### src/rtl/decode_pkg.sv
// MIPS opcode/funct encodings, instruction class and the per-instruction decoded bundle.
// The XLEN-wide immediate lives beside decoded_t in each consumer's own entry typedef.
package decode_pkg;

   localparam logic [5:0] OP_SPECIAL  = 6'h00;
   localparam logic [5:0] OP_J        = 6'h02;
   localparam logic [5:0] OP_JAL      = 6'h03;
   localparam logic [5:0] OP_BEQ      = 6'h04;
   localparam logic [5:0] OP_BNE      = 6'h05;
   localparam logic [5:0] OP_BGTZ     = 6'h07;
   localparam logic [5:0] OP_ADDI     = 6'h08;
   localparam logic [5:0] OP_ADDIU    = 6'h09;
   localparam logic [5:0] OP_SLTI     = 6'h0A;
   localparam logic [5:0] OP_SLTIU    = 6'h0B;
   localparam logic [5:0] OP_ANDI     = 6'h0C;
   localparam logic [5:0] OP_ORI      = 6'h0D;
   localparam logic [5:0] OP_XORI     = 6'h0E;
   localparam logic [5:0] OP_LUI      = 6'h0F;
   localparam logic [5:0] OP_SPECIAL2 = 6'h1C;
   localparam logic [5:0] OP_LB       = 6'h20;
   localparam logic [5:0] OP_LW       = 6'h23;
   localparam logic [5:0] OP_LBU      = 6'h24;
   localparam logic [5:0] OP_SB       = 6'h28;
   localparam logic [5:0] OP_SW       = 6'h2B;

   localparam logic [5:0] FN_SLL   = 6'h00;
   localparam logic [5:0] FN_MUL   = 6'h02;
   localparam logic [5:0] FN_SRL   = 6'h02;
   localparam logic [5:0] FN_SRA   = 6'h03;
   localparam logic [5:0] FN_SLLV  = 6'h04;
   localparam logic [5:0] FN_SRLV  = 6'h06;
   localparam logic [5:0] FN_SRAV  = 6'h07;
   localparam logic [5:0] FN_JR    = 6'h08;
   localparam logic [5:0] FN_JALR  = 6'h09;
   localparam logic [5:0] FN_MFHI  = 6'h10;
   localparam logic [5:0] FN_MFLO  = 6'h12;
   localparam logic [5:0] FN_MULT  = 6'h18;
   localparam logic [5:0] FN_MULTU = 6'h19;
   localparam logic [5:0] FN_DIV   = 6'h1A;
   localparam logic [5:0] FN_DIVU  = 6'h1B;
   localparam logic [5:0] FN_ADD   = 6'h20;
   localparam logic [5:0] FN_ADDU  = 6'h21;
   localparam logic [5:0] FN_SUB   = 6'h22;
   localparam logic [5:0] FN_SUBU  = 6'h23;
   localparam logic [5:0] FN_AND   = 6'h24;
   localparam logic [5:0] FN_OR    = 6'h25;
   localparam logic [5:0] FN_XOR   = 6'h26;
   localparam logic [5:0] FN_NOR   = 6'h27;
   localparam logic [5:0] FN_SLT   = 6'h2A;
   localparam logic [5:0] FN_SLTU  = 6'h2B;

   typedef enum logic [1:0] {
      CLS_R   = 2'b00,
      CLS_I   = 2'b01,
      CLS_J   = 2'b10,
      CLS_ILL = 2'b11
   } class_e;

   typedef struct packed {
      logic [31:0] insn;
      logic [5:0]  opcode;
      logic [5:0]  funct;
      logic [4:0]  rs;
      logic [4:0]  rt;
      logic [4:0]  rd;
      logic [4:0]  shamt;
      logic [25:0] jtarget;
      class_e      cls;
      logic [4:0]  dest;
      logic        reg_write;
      logic        illegal;
      logic        is_nop;
   } decoded_t;

   function automatic logic r_funct_legal(input logic [5:0] fn);
      case (fn)
         FN_SLL, FN_SRL, FN_SRA, FN_SLLV, FN_SRLV, FN_SRAV, FN_JR, FN_JALR,
         FN_MFHI, FN_MFLO, FN_MULT, FN_MULTU, FN_DIV, FN_DIVU,
         FN_ADD, FN_ADDU, FN_SUB, FN_SUBU, FN_AND, FN_OR, FN_XOR, FN_NOR,
         FN_SLT, FN_SLTU: return 1'b1;
         default:         return 1'b0;
      endcase
   endfunction

   // HI/LO producers and JR leave the register file untouched
   function automatic logic r_funct_writes_rd(input logic [5:0] fn);
      return !(fn inside {FN_MULT, FN_MULTU, FN_DIV, FN_DIVU, FN_JR});
   endfunction

endpackage

### src/rtl/mips_field_decoder.sv
// Combinational MIPS field decoder: classifies one instruction word, extends its
// immediate to XLEN and resolves the destination register.
module mips_field_decoder
   import decode_pkg::*;
#(
   parameter int XLEN     = 32,
   parameter int BR_SHIFT = 1
) (
   input  logic [31:0]     insn,
   output decoded_t        fields,
   output logic [XLEN-1:0] imm
);

   logic [15:0]     imm16;
   logic [XLEN-1:0] imm_sext, imm_zext, imm_lui, imm_br;
   class_e          cls;
   logic [4:0]      dest;
   logic            illegal;

   assign imm16    = insn[15:0];
   assign imm_sext = XLEN'($signed(imm16));
   assign imm_zext = XLEN'(imm16);
   assign imm_lui  = XLEN'($signed({imm16, 16'h0000}));
   assign imm_br   = (BR_SHIFT != 0) ? XLEN'($signed({imm16, 2'b00})) : imm_sext;

   always_comb begin
      cls     = CLS_ILL;
      dest    = 5'd0;
      illegal = 1'b1;
      imm     = '0;
      case (insn[31:26])
         OP_SPECIAL: begin
            if (r_funct_legal(insn[5:0])) begin
               cls     = CLS_R;
               illegal = 1'b0;
               dest    = r_funct_writes_rd(insn[5:0]) ? insn[15:11] : 5'd0;
            end
         end
         OP_SPECIAL2: begin
            if (insn[5:0] == FN_MUL) begin
               cls     = CLS_R;
               illegal = 1'b0;
               dest    = insn[15:11];
            end
         end
         OP_J, OP_JAL: begin
            cls     = CLS_J;
            illegal = 1'b0;
            dest    = (insn[31:26] == OP_JAL) ? 5'd31 : 5'd0;
         end
         OP_BEQ, OP_BNE, OP_BGTZ: begin
            cls     = CLS_I;
            illegal = 1'b0;
            imm     = imm_br;
         end
         OP_ADDI, OP_ADDIU, OP_SLTI, OP_SLTIU, OP_LB, OP_LW, OP_LBU: begin
            cls     = CLS_I;
            illegal = 1'b0;
            imm     = imm_sext;
            dest    = insn[20:16];
         end
         OP_ANDI, OP_ORI, OP_XORI: begin
            cls     = CLS_I;
            illegal = 1'b0;
            imm     = imm_zext;
            dest    = insn[20:16];
         end
         OP_LUI: begin
            cls     = CLS_I;
            illegal = 1'b0;
            imm     = imm_lui;
            dest    = insn[20:16];
         end
         OP_SB, OP_SW: begin
            cls     = CLS_I;
            illegal = 1'b0;
            imm     = imm_sext;
         end
         default: ;
      endcase
   end

   always_comb begin
      fields           = '0;
      fields.insn      = insn;
      fields.opcode    = insn[31:26];
      fields.rs        = insn[25:21];
      fields.rt        = insn[20:16];
      fields.rd        = insn[15:11];
      fields.shamt     = insn[10:6];
      fields.funct     = insn[5:0];
      fields.jtarget   = insn[25:0];
      fields.cls       = cls;
      fields.dest      = dest;
      fields.illegal   = illegal;
      fields.reg_write = !illegal && (dest != 5'd0);
      fields.is_nop    = (insn == 32'h0);
   end

endmodule

### src/rtl/decode_pipe.sv
// Flow-controlled MIPS decode stage: decodes on the input side and holds results in a
// main register backed by a skid register so in_ready can be registered.
module decode_pipe
   import decode_pkg::*;
#(
   parameter int XLEN      = 32,
   parameter int CNT_WIDTH = 16,
   parameter int BR_SHIFT  = 1
) (
   input  logic                 clock,
   input  logic                 reset,
   input  logic                 flush,
   input  logic                 in_valid,
   output logic                 in_ready,
   input  logic [XLEN-1:0]      in_pc,
   input  logic [31:0]          in_insn,
   output logic                 out_valid,
   input  logic                 out_ready,
   output logic [XLEN-1:0]      out_pc,
   output logic [31:0]          out_insn,
   output logic [5:0]           out_opcode,
   output logic [5:0]           out_funct,
   output logic [4:0]           out_rs,
   output logic [4:0]           out_rt,
   output logic [4:0]           out_rd,
   output logic [4:0]           out_shamt,
   output logic [XLEN-1:0]      out_imm,
   output logic [25:0]          out_jtarget,
   output logic [1:0]           out_class,
   output logic [4:0]           out_dest,
   output logic                 out_reg_write,
   output logic                 out_illegal,
   output logic                 out_is_nop,
   output logic [CNT_WIDTH-1:0] decoded_count
);

   typedef struct packed {
      logic [XLEN-1:0] pc;
      logic [XLEN-1:0] imm;
      decoded_t        f;
   } entry_t;

   entry_t          in_entry, main_q, main_d, skid_q, skid_d;
   decoded_t        dec_fields;
   logic [XLEN-1:0] dec_imm;
   logic            main_valid, main_valid_d, skid_valid, skid_valid_d, in_ready_q;
   logic            accept, fire;

   mips_field_decoder #(.XLEN(XLEN), .BR_SHIFT(BR_SHIFT)) u_field_decoder (
      .insn   (in_insn),
      .fields (dec_fields),
      .imm    (dec_imm)
   );

   assign in_entry = '{pc: in_pc, imm: dec_imm, f: dec_fields};
   assign accept   = in_valid && in_ready_q;
   assign fire     = main_valid && out_ready;

   // in_ready is registered as !skid_valid, so accept and a full skid never coincide
   always_comb begin
      main_d       = main_q;
      skid_d       = skid_q;
      main_valid_d = main_valid;
      skid_valid_d = skid_valid;
      if (flush) begin
         main_valid_d = 1'b0;
         skid_valid_d = 1'b0;
      end else if (fire) begin
         if (skid_valid) begin
            main_d       = skid_q;
            skid_valid_d = 1'b0;
         end else if (accept) begin
            main_d = in_entry;
         end else begin
            main_valid_d = 1'b0;
         end
      end else if (accept) begin
         if (!main_valid) begin
            main_d       = in_entry;
            main_valid_d = 1'b1;
         end else begin
            skid_d       = in_entry;
            skid_valid_d = 1'b1;
         end
      end
   end

   always_ff @(posedge clock or posedge reset) begin
      if (reset) begin
         main_q        <= '0;
         skid_q        <= '0;
         main_valid    <= 1'b0;
         skid_valid    <= 1'b0;
         in_ready_q    <= 1'b0;
         decoded_count <= '0;
      end else begin
         main_q     <= main_d;
         skid_q     <= skid_d;
         main_valid <= main_valid_d;
         skid_valid <= skid_valid_d;
         in_ready_q <= !skid_valid_d;
         if (fire && !flush && (decoded_count != {CNT_WIDTH{1'b1}}))
            decoded_count <= decoded_count + 1'b1;
      end
   end

   assign in_ready      = in_ready_q;
   assign out_valid     = main_valid;
   assign out_pc        = main_q.pc;
   assign out_imm       = main_q.imm;
   assign out_insn      = main_q.f.insn;
   assign out_opcode    = main_q.f.opcode;
   assign out_funct     = main_q.f.funct;
   assign out_rs        = main_q.f.rs;
   assign out_rt        = main_q.f.rt;
   assign out_rd        = main_q.f.rd;
   assign out_shamt     = main_q.f.shamt;
   assign out_jtarget   = main_q.f.jtarget;
   assign out_class     = main_q.f.cls;
   assign out_dest      = main_q.f.dest;
   assign out_reg_write = main_q.f.reg_write;
   assign out_illegal   = main_q.f.illegal;
   assign out_is_nop    = main_q.f.is_nop;

endmodule

### config.mk
export PLATFORM = sky130hd
export DESIGN_NAME = decode_pipe
export DESIGN_NICKNAME = d
export VERILOG_FILES = /design/src/rtl/decode_pkg.sv /design/src/rtl/mips_field_decoder.sv /design/src/rtl/decode_pipe.sv
export SDC_FILE = /design/constraint.sdc
export NUM_CORES = 1
export LEC_CHECK = 0
export CAP_MARGIN = 10
export CORE_ASPECT_RATIO = 0.5
export CORE_MARGIN = 5
export CORE_UTILIZATION = 56
export CTS_BUF_LIST = sky130_fd_sc_hd__clkbuf_2
export DETAILED_ROUTE_END_ITERATION = 16
export MAX_ROUTING_LAYER = met4
export PLACE_DENSITY = 0.91
export SLEW_MARGIN = 5
export SYNTH_ARGS = -nofsm -noshare
export SYNTH_HDL_FRONTEND = slang
export SYNTH_SLANG_ARGS = --single-unit
### constraint.sdc
create_clock -name clock -period 12.4 [get_ports clock]
set_input_delay 2.48 -clock clock [delete_from_list [all_inputs] [get_ports clock]]
set_output_delay 2.48 -clock clock [all_outputs]
set_load 0.01 [all_outputs]
-- Yosys cells after proc, flatten, opt, wreduce, memory -nomap -nowiden
Memory sizes are Yosys's and may differ from the RTL's.
Index checks and enable logic that the tools add are counted.
- bits in writable memories: 0
- word-level logic and storage cells: 119
- ROM bits: 64
- output and inout bits: 182
- register bits: 347
- bits in latches: 0
- memories kept: 1
- divide/modulo/power cells: 0
- equal/unequal tests: 29
- shifts and indexed selects: 0
- mux-type cells: 27
- add/subtract/negate cells: 1
- reductions and logical operators: 25
- bitwise logic cells: 2
- magnitude comparators: 0
- multiply operators: 0
- memories (name ; depth ; bits a word ; read ports ; clocked after memory_dff ; wr ports ; line ; RTL):
    (no name shown) ; 64 ; 1 ; 1 ; 0 ; 0 ; decode_pkg.sv:76 ; case (fn)
- operators with widths (operator ; number):
    164-bit two-way mux ; 5
    32-bit case mux with 4 select lines ; 1
    6-bit by 4-bit equality test with 1-bit output, second input constant ; 9
    32-bit logical NOT ; 1
    6-bit by 5-bit equality test with 1-bit output, second input constant ; 5
    6-bit equality test, second input constant ; 5
    5-bit two-way mux ; 4
    5-bit case mux with 4 select lines ; 1
    6-bit by 2-bit equality test with 1-bit output, second input constant ; 3
    6-bit by 3-bit equality test with 1-bit output, second input constant ; 3
    18-bit OR reduction ; 1
    16-bit by 1-bit adder with 16-bit output, second input constant ; 1
    16-bit != test, second input constant ; 1
    16-bit OR reduction ; 1
    1-bit two-way mux ; 12
    11-bit OR reduction ; 1
    5-bit nonzero test ; 2
    9-bit OR reduction ; 1
    2-bit case mux with 4 select lines ; 1
    4-bit AND reduction ; 2
    6-bit logical NOT ; 1
    3-bit != test, second input constant ; 2
    3-bit OR reduction ; 2
    1-bit logical AND ; 5
    other kinds (9) ; 14

-- Depth between registers and ports, before layout
- depth in word-level cells: 10
- depth in mapped cells: 7

-- Cells and area by module
Synthesis repeated with hierarchy kept, for this count alone.
- cells, all modules: 1373
- area, all modules: 16096.7 um2
- modules (own cells, without submodules) (module ; times used ; area each (um2) ; cells an instance ; sequential area each (um2)):
    decode_pipe ; 1 ; 14438.8 ; 1141 ; 8683.3
    mips_field_decoder ; 1 ; 1657.8 ; 232 ; 0.0

-- Least setup slack after synthesis
Ideal clock, no wire load.
- path kind: input to register
- start: input in_insn[31]
- end: register main_q, in the netlist out_reg_write
- data required time: 12323 ps
- data arrival time: 3949 ps
- library setup time: 77 ps
- buffers on the path: 1
- setup slack: 8374 ps
- stages on the path: 6
- path through: buf_2 or4_1 a311o_1 o31ai_4 a221oi_1 a21oi_1
- word-level cells in the longest chain between the ends: 8
- elaborated cells on any way between the ends: 34
- ends and longest elaborated chain (what ; line ; RTL):
    start: declaration ; decode_pipe.sv:16 ; input logic [31:0] in_insn,
    6-bit by 4-bit equality test with 1-bit output, or another cell as far along ; mips_field_decoder.sv:31 ; case (insn[31:26])
    11-bit OR reduction (no line), or another cell as far along ; -- ;
    5-bit case mux with 4 select lines / 1-bit case mux with 3 select lines (equally long branches) ; mips_field_decoder.sv:31 ;
    5-bit nonzero test / 1-bit logical NOT (equally long branches) ; mips_field_decoder.sv:96 ; fields.reg_write = !illegal && (dest != 5'd0);
    1-bit logical AND * ; mips_field_decoder.sv:96 ;
    164-bit two-way mux (on tied branches) ; decode_pipe.sv:78, decode_pipe.sv:72 ;
    164-bit two-way mux (on tied branches) ; decode_pipe.sv:77, decode_pipe.sv:69 ;
    164-bit two-way mux * ; decode_pipe.sv:68 ; end else if (fire) begin
    end signal: assignment ; decode_pipe.sv:97 ; main_q <= main_d;
    end: declaration ; decode_pipe.sv:43 ; entry_t in_entry, main_q, main_d, skid_q, skid_d;
Every way passes the cells marked *; elsewhere a longest branch is shown, timed or not. The select of a mux whose other input is x is not followed.
A chain may end at the register's enable or synchronous reset.

-- Final worst setup path
- start: input out_ready
- end: register main_q, in the netlist out_imm[23]
- word-level cells in the longest chain between the ends: 3
- elaborated cells on any way between the ends: 5
- ends and longest elaborated chain (what ; line ; RTL):
    start: declaration ; decode_pipe.sv:18 ; input logic out_ready,
    1-bit logical AND * ; decode_pipe.sv:57 ; assign fire = main_valid && out_ready;
    2-bit by 1-bit != test with 1-bit output (no line) / 2-bit nonzero test (equally long branches) ; -- ;
    4-bit AND reduction (no line) ; -- ;
Every way passes the cells marked *; elsewhere a longest branch is shown, timed or not.

==> results.yml <==
grt:
  grt_pass1_wl_um: 50300
  first_global_vias: 9978
  antenna_found_initial: 1
  overflow: 0
  grtUsageTotal_pct: 28.6
  grt_max_degree: 172
min_path:
  holdCritStartpoint: "skid_q[106]$_DFFE_PP0P_"
  holdPathEnd: "skid_q[106]$_DFFE_PP0P_"
  holdCritPathClass: "reg2reg"
  hold_depth: 2
finish:
  final_util_pct: 71.7
  final_cells: 1697
  area_delta_synth_final_pct: 24.5
  drive_gt1_share_pct: 7.03
  seqCellArea_mm2: 0.00578
  multi_input_area_mm2: 0.00415
  layout.nets: 1479
  n_fill_cell: 1338
sta:
  worst_slack_ns: 7.05
  period_minus_slack_ns: 5.35
  clock_skew_ns: 0.0826
  drv_slew: 0
  period_share_pct: 43.2
  rsz0062_at_grt: "false"
  worst_slew_pin_slew_ns: 1.13
  hold_viol: 0
  fin_hold_ws_ns: 0.481
  setup_viol: 0
  max-slew-margin-rel_pct: 24.8
  fin_setup_tns_ns: 0
  max_freq_mhz: 187
worst_setup_path:
  startpoint_type: "primary input"
  required_ns: 13.02
  r2r_setup_slack_ns: 8.83
  rr_worst_depth: 6
  worstPathArrival_ns: 5.97
  cp_max_fo: 171
  worst-setup-path-type: "in2reg"
  critical_path.endpoint_type: "flip-flop"
  rr_startpoint: "out_valid$_DFFE_PP0P_"
  reg2reg_to: "out_imm[23]$_DFFE_PP0P_"
placement:
  placed_cells: 1615
  hpwl_um: 20400
  place_congestion: 0.854
  port_buffers: 250
  place_ws_ns: 6.35
routing:
  drt_iter0_markers: 788
  num_vias: 9871
  postRouteAntennaNets: 0
  vias_per_cell: 5.82
  drc_errors: 0
  firstDrtPassIters: 6
  routed_wl_um: 30900
  post_drt_wl_per_cell_um: 18.2
synth:
  synth_ff_type: "dfrtp_1"
  synth_enable_flop_cells: 0
  synth-seq-cells: 231
  synth_warnings: 0
  syn_inst: 1238
  async_reset_ff_share_pct: 100
  synth.cell_area_mm2: 0.0107
  synth_area_per_cell_um2: 8.64
  ys_seq_area_share_pct: 54.1
  syn-num-nets: 1308
  ys_types: 53
floorplan:
  die_w_um: 205
  initial_utilization_pct: 57.6
  coreArea_mm2: 0.0186
  io_pins: 251
  die_y_um: 108
  die_area_mm2: 0.0221
  rows: 35
clock_network:
  cts_hold_buf: 0
  clockBufferDepth: 3
  clk_latency_ns: 0.78
  postCtsSetupBuffers: 0
  cts_resized: 0
  cts_buffers: 51
  cts-root-buf: "clkbuf_2"
  h-tree-depth: 2
  clock-sinks: 231
  cts_tree: "built"
  clk_pin_slew_ns: 0.12
pwr:
  ir_drop_mv: 0.0605
  p_leak_nw: 5.98
  power-per-cell-area_mw_per_mm2: 150
outcome:
  outcome: "finished, final reports clean"
job:
  maxCapViolCount: 0
## stage by stage
| step | area (µm²) | power, mW |
|---|---|---|
| global placement | 12900 | 1.52 |
| global route | 13300 | 2.11 |
| detailed placement | 12900 | 1.55 |
| finish | 13300 | 2.00 |
| CTS | 13300 | 2.00 |
| floorplan | 10700 | 1.28 |
## cell usage in the layout (no fill, tap or decap), drive strengths merged, types with 4 or more instances in the layout
cell,count
nor2b,5
a31oi,80
xnor2,7
buf,9
clkbuf,73
o21ai,70
nand2b,7
dfrtp,231
clkdlybuf4s50,250
a22oi,14
a21oi,67
and3,23
nor4,12
xor2,4
nand2,379
inv,13
clkinv,6
nand3,10
nor2,106
or3,22
nand4,5
## power breakdown
part / switching (mW) / internal (mW) / leakage [nW] / total, mW
registers: 0.103 / 0.902 / 2.81 / 1.00
logic: 0.257 / 0.278 / 2.84 / 0.535
clock network: 0.283 / 0.174 / 0.331 / 0.457
total: 0.643 / 1.35 / 5.98 / 2.00
## synth_stat cells (2+ instances only)
cell type | instances | area [µm²]
nand2_1 | 379 | 1420
dfrtp_1 | 231 | 5780
nor2_1 | 106 | 398
a31oi_1 | 80 | 500
clkbuf_1 | 76 | 285
o21ai_0 | 69 | 345
a21oi_1 | 67 | 335
buf_4 | 58 | 435
and3_1 | 23 | 144
or3_1 | 22 | 138
a22oi_1 | 14 | 105
inv_1 | 12 | 45.0
nor4_1 | 11 | 68.8
nand3_1 | 10 | 50.1
buf_2 | 7 | 35.0
nand2b_1 | 7 | 43.8
xnor2_1 | 7 | 61.3
nand4_1 | 5 | 31.3
nor2b_1 | 5 | 31.3
xor2_1 | 4 | 35.0
a211o_1 | 3 | 26.3
and2_1 | 3 | 18.8
and3b_1 | 3 | 26.3
a311o_1 | 2 | 20.0
mux2_2 | 2 | 22.5
nor3_1 | 2 | 10.0
o21ba_2 | 2 | 20.0
o31ai_1 | 2 | 15.0
or2_2 | 2 | 12.5
## flip-flops by register name, indices dropped and copies added, names as in the netlist
signal and count:
skid_valid 1, out_reg_write 1, out_imm 32, decoded_count 16
out_insn 32, out_dest 5, in_ready 1, out_is_nop 1
out_illegal 1, out_pc 32, skid_q 106, out_valid 1
out_class 2
## logic make-up (layout without fill, tap and decap cells)
| kind of cell | Yosys count | count (layout) | share of synthesized area (%) |
|---|---|---|---|
| xor gates and xnor gates | 11 | 11 | 0.901 |
| other | 0 | 1 | 0 |
| AOI/OAI and AO/OA | 253 | 253 | 14.0 |
| and+or+nand+nor | 586 | 586 | 23.1 |
| adders and majority gates | 1 | 1 | 0.117 |
| muxes | 3 | 3 | 0.304 |
| buffers and inverters | 153 | 352 | 7.49 |
| DFF | 231 | 231 | 54.1 |
## routing by layer
layer	up-vias	track usage [%]	share of wire (%)	wire length, µm
met4	0	10.8	2.7	847
met1	4792	35.4	39	12100
li1	4456	-	-	-
met2	540	47.5	49	15300
met3	83	5.39	8.7	2700
met5	-	-	0	0
## worst max-delay path, stage by stage
cell and delay, ns:
clkdlybuf4s50_1 0.61, nor2b_1 0.18, a211oi_4 0.28, buf_12 0.45, nand2_1 0.63, nor2_1 0.94, a21oi_1 0.18
## cell type report
class / instances / share of cell area (%)
inverters: 12 / 0.395
well taps: 259 / 2.43
clock inverters: 8 / 0.423
multi-input cells: 854 / 31.2
clock buffers: 73 / 2.74
diodes: 1 / 0.0188
repair buffers: 259 / 19.4
flip-flops and latches: 231 / 43.4
## worst max-delay path by stage
stage	start	endpoint	cells past startpoint
2_1_floorplan	reset	decoded_count[0]$_DFFE_PP0P_	1
3_3_place_gp	out_ready	out_imm[19]$_DFFE_PP0P_	7
3_5_place_dp	out_ready	out_imm[23]$_DFFE_PP0P_	7
4_1_cts	out_ready	out_imm[21]$_DFFE_PP0P_	7
5_1_grt	out_ready	out_imm[28]$_DFFE_PP0P_	7
6_report	out_ready	out_imm[23]$_DFFE_PP0P_	7
(Power assumes the default switching activity.)
==> RTL edit 1, RTL diff (same settings) <==
Make the reset (`reset`) synchronous in one clocked block.
--- a/src/rtl/decode_pipe.sv
+++ b/src/rtl/decode_pipe.sv
@@ -85,7 +85,7 @@
       end
    end
 
-   always_ff @(posedge clock or posedge reset) begin
+   always_ff @(posedge clock) begin
       if (reset) begin
          main_q        <= '0;
          skid_q        <= '0;
Function: changed (a bounded check fails within 4 cycles, from zero or initial values and one cycle with reset high; the reset may be asserted at any time).
==> RTL edit 1 against the unedited design <==
- hold slack got worse by 0.045 ns
- clock skew fell by 0.0025 ns
- synthesized cell count is 8.0% higher
- via count up 5.4%
- area after synthesis about the same
- sequential cell count is the same
- setup slack gained 0.26 ns
- cell area decreased by 2.0%
- non-clock buffer count increased by 2
- routed wire length increased by 2.7%
- global-route usage fell by 0.072 points
- cell count is 3.2% higher
- critical endpoint is now out_imm[6]
- largest cell class is now multi-input gates
Power is not compared: it rests on default switching activity, and its combinational part moved more than twofold at a synthesized area within 25%.
==> RTL edit 1: results (changes against the unedited design) <==
metric,value,unit,change
Worst-Margin Slew,1.08,ns,-0.0434 ns
number of global-route vias before repair,9909,,-0.69%
result of the run,"complete, no violations",,
Top reg by flops,skid_q,,
"top cells by area, synth","dfxtp_1, nand2_1, a311oi_1",,
fillers,1439,,+7.5%
first-iteration detailed-routing DRC count,932,,+18%
gp weighted congestion,0.892,,+4.5%
"Distinct cells, synth",66,,+25%
multiplexer area fraction after synthesis,0.00187,,-0.00117
vias post-DR,10408,,+5.4%
CTS buffer count,50,,-2.0%
post-synth net total,1407,,+7.6%
worst-skew pair later-pin latency,0.84,ns,+0.06 ns
first-pass GRT wire length,50500,µm,+0.37%
worst-path fanout max,96,,-44%
Worst Skew,0.0801,ns,-0.00248 ns
async set-reset flop share out of synthesis,0,,-1.00
share of layout cells above drive strength 1,0.0757,,+0.00545
Setup WS pre-CTS,5.85,ns,-0.496 ns
DP HPWL,20500,µm,+0.54%
Post-Synth XOR/XNOR Area,0.0115,,+0.00246
total track usage,0.285,,-0.000719
largest net degree at the start of global routing,98,,-43%
post-synthesis compound-gate area fraction,0.224,,+0.0839
Commonest cells post-synth,"nand2_1, dfxtp_1, nor2_1, a21oi_1, clkbuf_1",,
Critical Path RT,13.09,ns,+0.07 ns
## RTL edit 1: cell count changes in the layout (fill, tap and decap cells not counted), sizes merged, moves of 26 or more
cell,unedited run,this run
a211oi,2,33
a221oi,1,36
a311oi,1,67
a31oi,80,4
dfrtp,231,0
dfxtp,0,231
nand2,379,326
nor2,106,132
o21ai,70,35
## RTL edit 1: final timing paths
path | depth (start not counted) | startpoint | slack, ns | end
setup / recovery | 7 | out_ready | 7.30 | out_imm[6]
hold / removal | 2 | skid_q[157] | 0.44 | out_pc[25]
setup reg to reg | 6 | out_valid | 9.03 | out_imm[6]
hold reg to reg | 2 | skid_q[157] | 0.44 | out_pc[25]
## RTL edit 1: critical path, stage by stage
cell             delay, ns
clkdlybuf4s50_1       0.77
nor2b_1               0.18
a211oi_4              0.40
buf_4                 0.56
buf_4                 0.80
o21ai_0               0.23
o32ai_1               0.31
## RTL edit 1: routing by layer
layer  part of all wire  track usage  wire [µm]
met3               0.11       0.0759       3350
met5                  0            -          0
met4              0.025       0.0969        805
met1               0.41        0.356      12900
met2               0.46        0.453      14700
## RTL edit 1: area by class of cell
type / count / share of cell area
Tap cell: 259 / 0.0248
Multi-Input combinational cell: 904 / 0.386
Timing Repair Buffer: 261 / 0.199
Sequential cell: 231 / 0.355
Antenna cell: 1 / 0.000192
Inverter: 13 / 0.00374
Clock buffer: 72 / 0.0276
Clock inverter: 11 / 0.00345
## RTL edit 1: cell families after synthesis
family                   Yosys count
buffers and inverters            202
adder cells (fa/ha/maj)            1
multiplexers                       2
flip-flops                       231
XOR/XNOR                          14
AO/OA/AOI/OAI                    326
AND/OR/NAND/NOR                  561
## RTL edit 1: power groups by stage
| stage | logic (mW) | registers [mW] | clock network [mW] |
|---|---|---|---|
| floorplan | 0.0919 | 0.790 | 0 |
| global placement | 0.172 | 0.785 | 0 |
| detailed placement | 0.176 | 0.786 | 0 |
| CTS | 0.177 | 0.769 | 0.455 |
| global route | 0.190 | 0.772 | 0.499 |
| finish | 0.178 | 0.769 | 0.446 |
## RTL edit 1: per-stage QoR
| stage | cells | area, µm² | total power, mW |
|---|---|---|---|
| after detailed placement | 1666 | 12600 | 0.962 |
| after floorplan | 1337 | 10700 | 0.882 |
| after global routing | 1752 | 13000 | 1.46 |
| final | 1752 | 13000 | 1.39 |
| after global placement | 1666 | 12600 | 0.957 |
| after CTS | 1749 | 13000 | 1.40 |
==> RTL edit 2, RTL diff (same settings) <==
Made on the original files. The parameter `CNT_WIDTH` goes from 16 to 24.
--- a/src/rtl/decode_pipe.sv
+++ b/src/rtl/decode_pipe.sv
@@ -4,7 +4,7 @@
    import decode_pkg::*;
 #(
    parameter int XLEN      = 32,
-   parameter int CNT_WIDTH = 16,
+   parameter int CNT_WIDTH = 24,
    parameter int BR_SHIFT  = 1
 ) (
    input  logic                 clock,
Ports: changed (resized decoded_count); port bits go from 251 to 259. The function was not compared with the original's and may differ.
==> RTL edit 2 against the unedited design <==
- sequential cell count up 8
- total power up 0.50%
- area after synthesis up 3.5%
- non-clock buffer count up 7
- synthesized cell count up 2.5%
- cell area up 3.2%
- via count up 1.7%
- routed wire length up 0.76%
- setup slack better by 0.60 ns
- register-to-register slack better by 0.57 ns
==> RTL edit 2: results (changes against the unedited design) <==
metric,value,unit,change
share of layout cells above drive strength 1,0.0692,,-0.00104
Layout clock area frac,0.0301,,-0.00154
drt pass-1 iters,7,,+1
drt wl/cell,17.9,µm,-1.7%
Worst EP arrival,5.47,ns,-0.50 ns
Worst Skew,0.0614,ns,-0.0212 ns
met2 routed wirelength,15300,µm,-0.19%
Lkg Pwr,6.13,nW,+2.4%
Commonest cells post-synth,"nand2_1, dfrtp_1, nor2_1, a31oi_1, clkbuf_1",,
total track usage,0.276,,-0.0102
Logic inverters,8,,-4
number of global-route vias before repair,9790,,-1.9%
bufs w/o clock,266,,+2.7%
port buffer count,258,,+3.2%
Seq cells,239,,+3.5%
first-pass GRT wire length,50100,µm,-0.41%
nets,1515,,+2.4%
worst-path fanout max,110,,-36%
vias post-DR,10036,,+1.7%
cell with the largest stage delay on the worst path,buf_4,,
register area,5980,µm²,+3.5%
fraction of area in multi-input gates,0.315,,+0.00369
clkbuf count,66,,-9.6%
largest net degree at the start of global routing,152,,-12%
result of the run,"complete, no violations",,
met3 WL post-DR,2540,µm,-5.9%
Setup WS pre-CTS,6.90,ns,+0.553 ns
## RTL edit 2: where the power goes
part / internal [mW] / switching, mW
Combinational: 0.272 / 0.247
Clock: 0.164 / 0.294
Sequential: 0.926 / 0.102
Total: 1.36 / 0.644
## RTL edit 2: per-stage QoR
step           std cells  utilization  hold slack (ns)
2_1_floorplan       1269            -            0.442
3_3_place_gp        1659        0.685            0.454
3_5_place_dp        1659        0.685            0.462
4_1_cts             1739        0.706            0.487
5_1_grt             1740        0.706            0.505
6_report            1740        0.706            0.482
## RTL edit 2: tightest hold or removal path: cells and delay by family (launching register included)
| kind | cells | cell delay, ns |
|---|---|---|
| compound gates | 1 | 0.06 |
| flops | 1 | 0.35 |
| simple gates | 1 | 0.04 |
## RTL edit 2: final timing paths
kind                              from           endpoint  slack [ns]  cells after the start
setup / recovery             out_ready        out_imm[11]        7.64                      8
max in group asynchronous        reset          out_pc[1]        8.37                      3
setup reg to reg             out_valid        out_imm[11]        9.40                      7
min in group asynchronous        reset  decoded_count[21]        2.31                      2
hold reg to reg            skid_q[113]        skid_q[113]        0.48                      2
hold / removal             skid_q[113]        skid_q[113]        0.48                      2
## RTL edit 2: kinds of logic (layout without fill, tap and decap cells)
group | after synthesis | after routing | share of synthesized area
AOI/OAI and AO/OA | 248 | 248 | 0.134
adders and majority gates | 1 | 1 | 0.00113
muxes | 1 | 1 | 0.000904
xor gates and xnor gates | 23 | 23 | 0.0182
other | 0 | 1 | 0
buffers and inverters | 150 | 354 | 0.0719
DFF | 239 | 239 | 0.540
and+or+nand+nor | 607 | 607 | 0.234
## RTL edit 2: routing by layer
layer	vias to the layer above	GRT usage
met5	-	-
met4	0	0.0996
met3	78	0.0601
met2	498	0.445
met1	4885	0.352
li1	4575	-
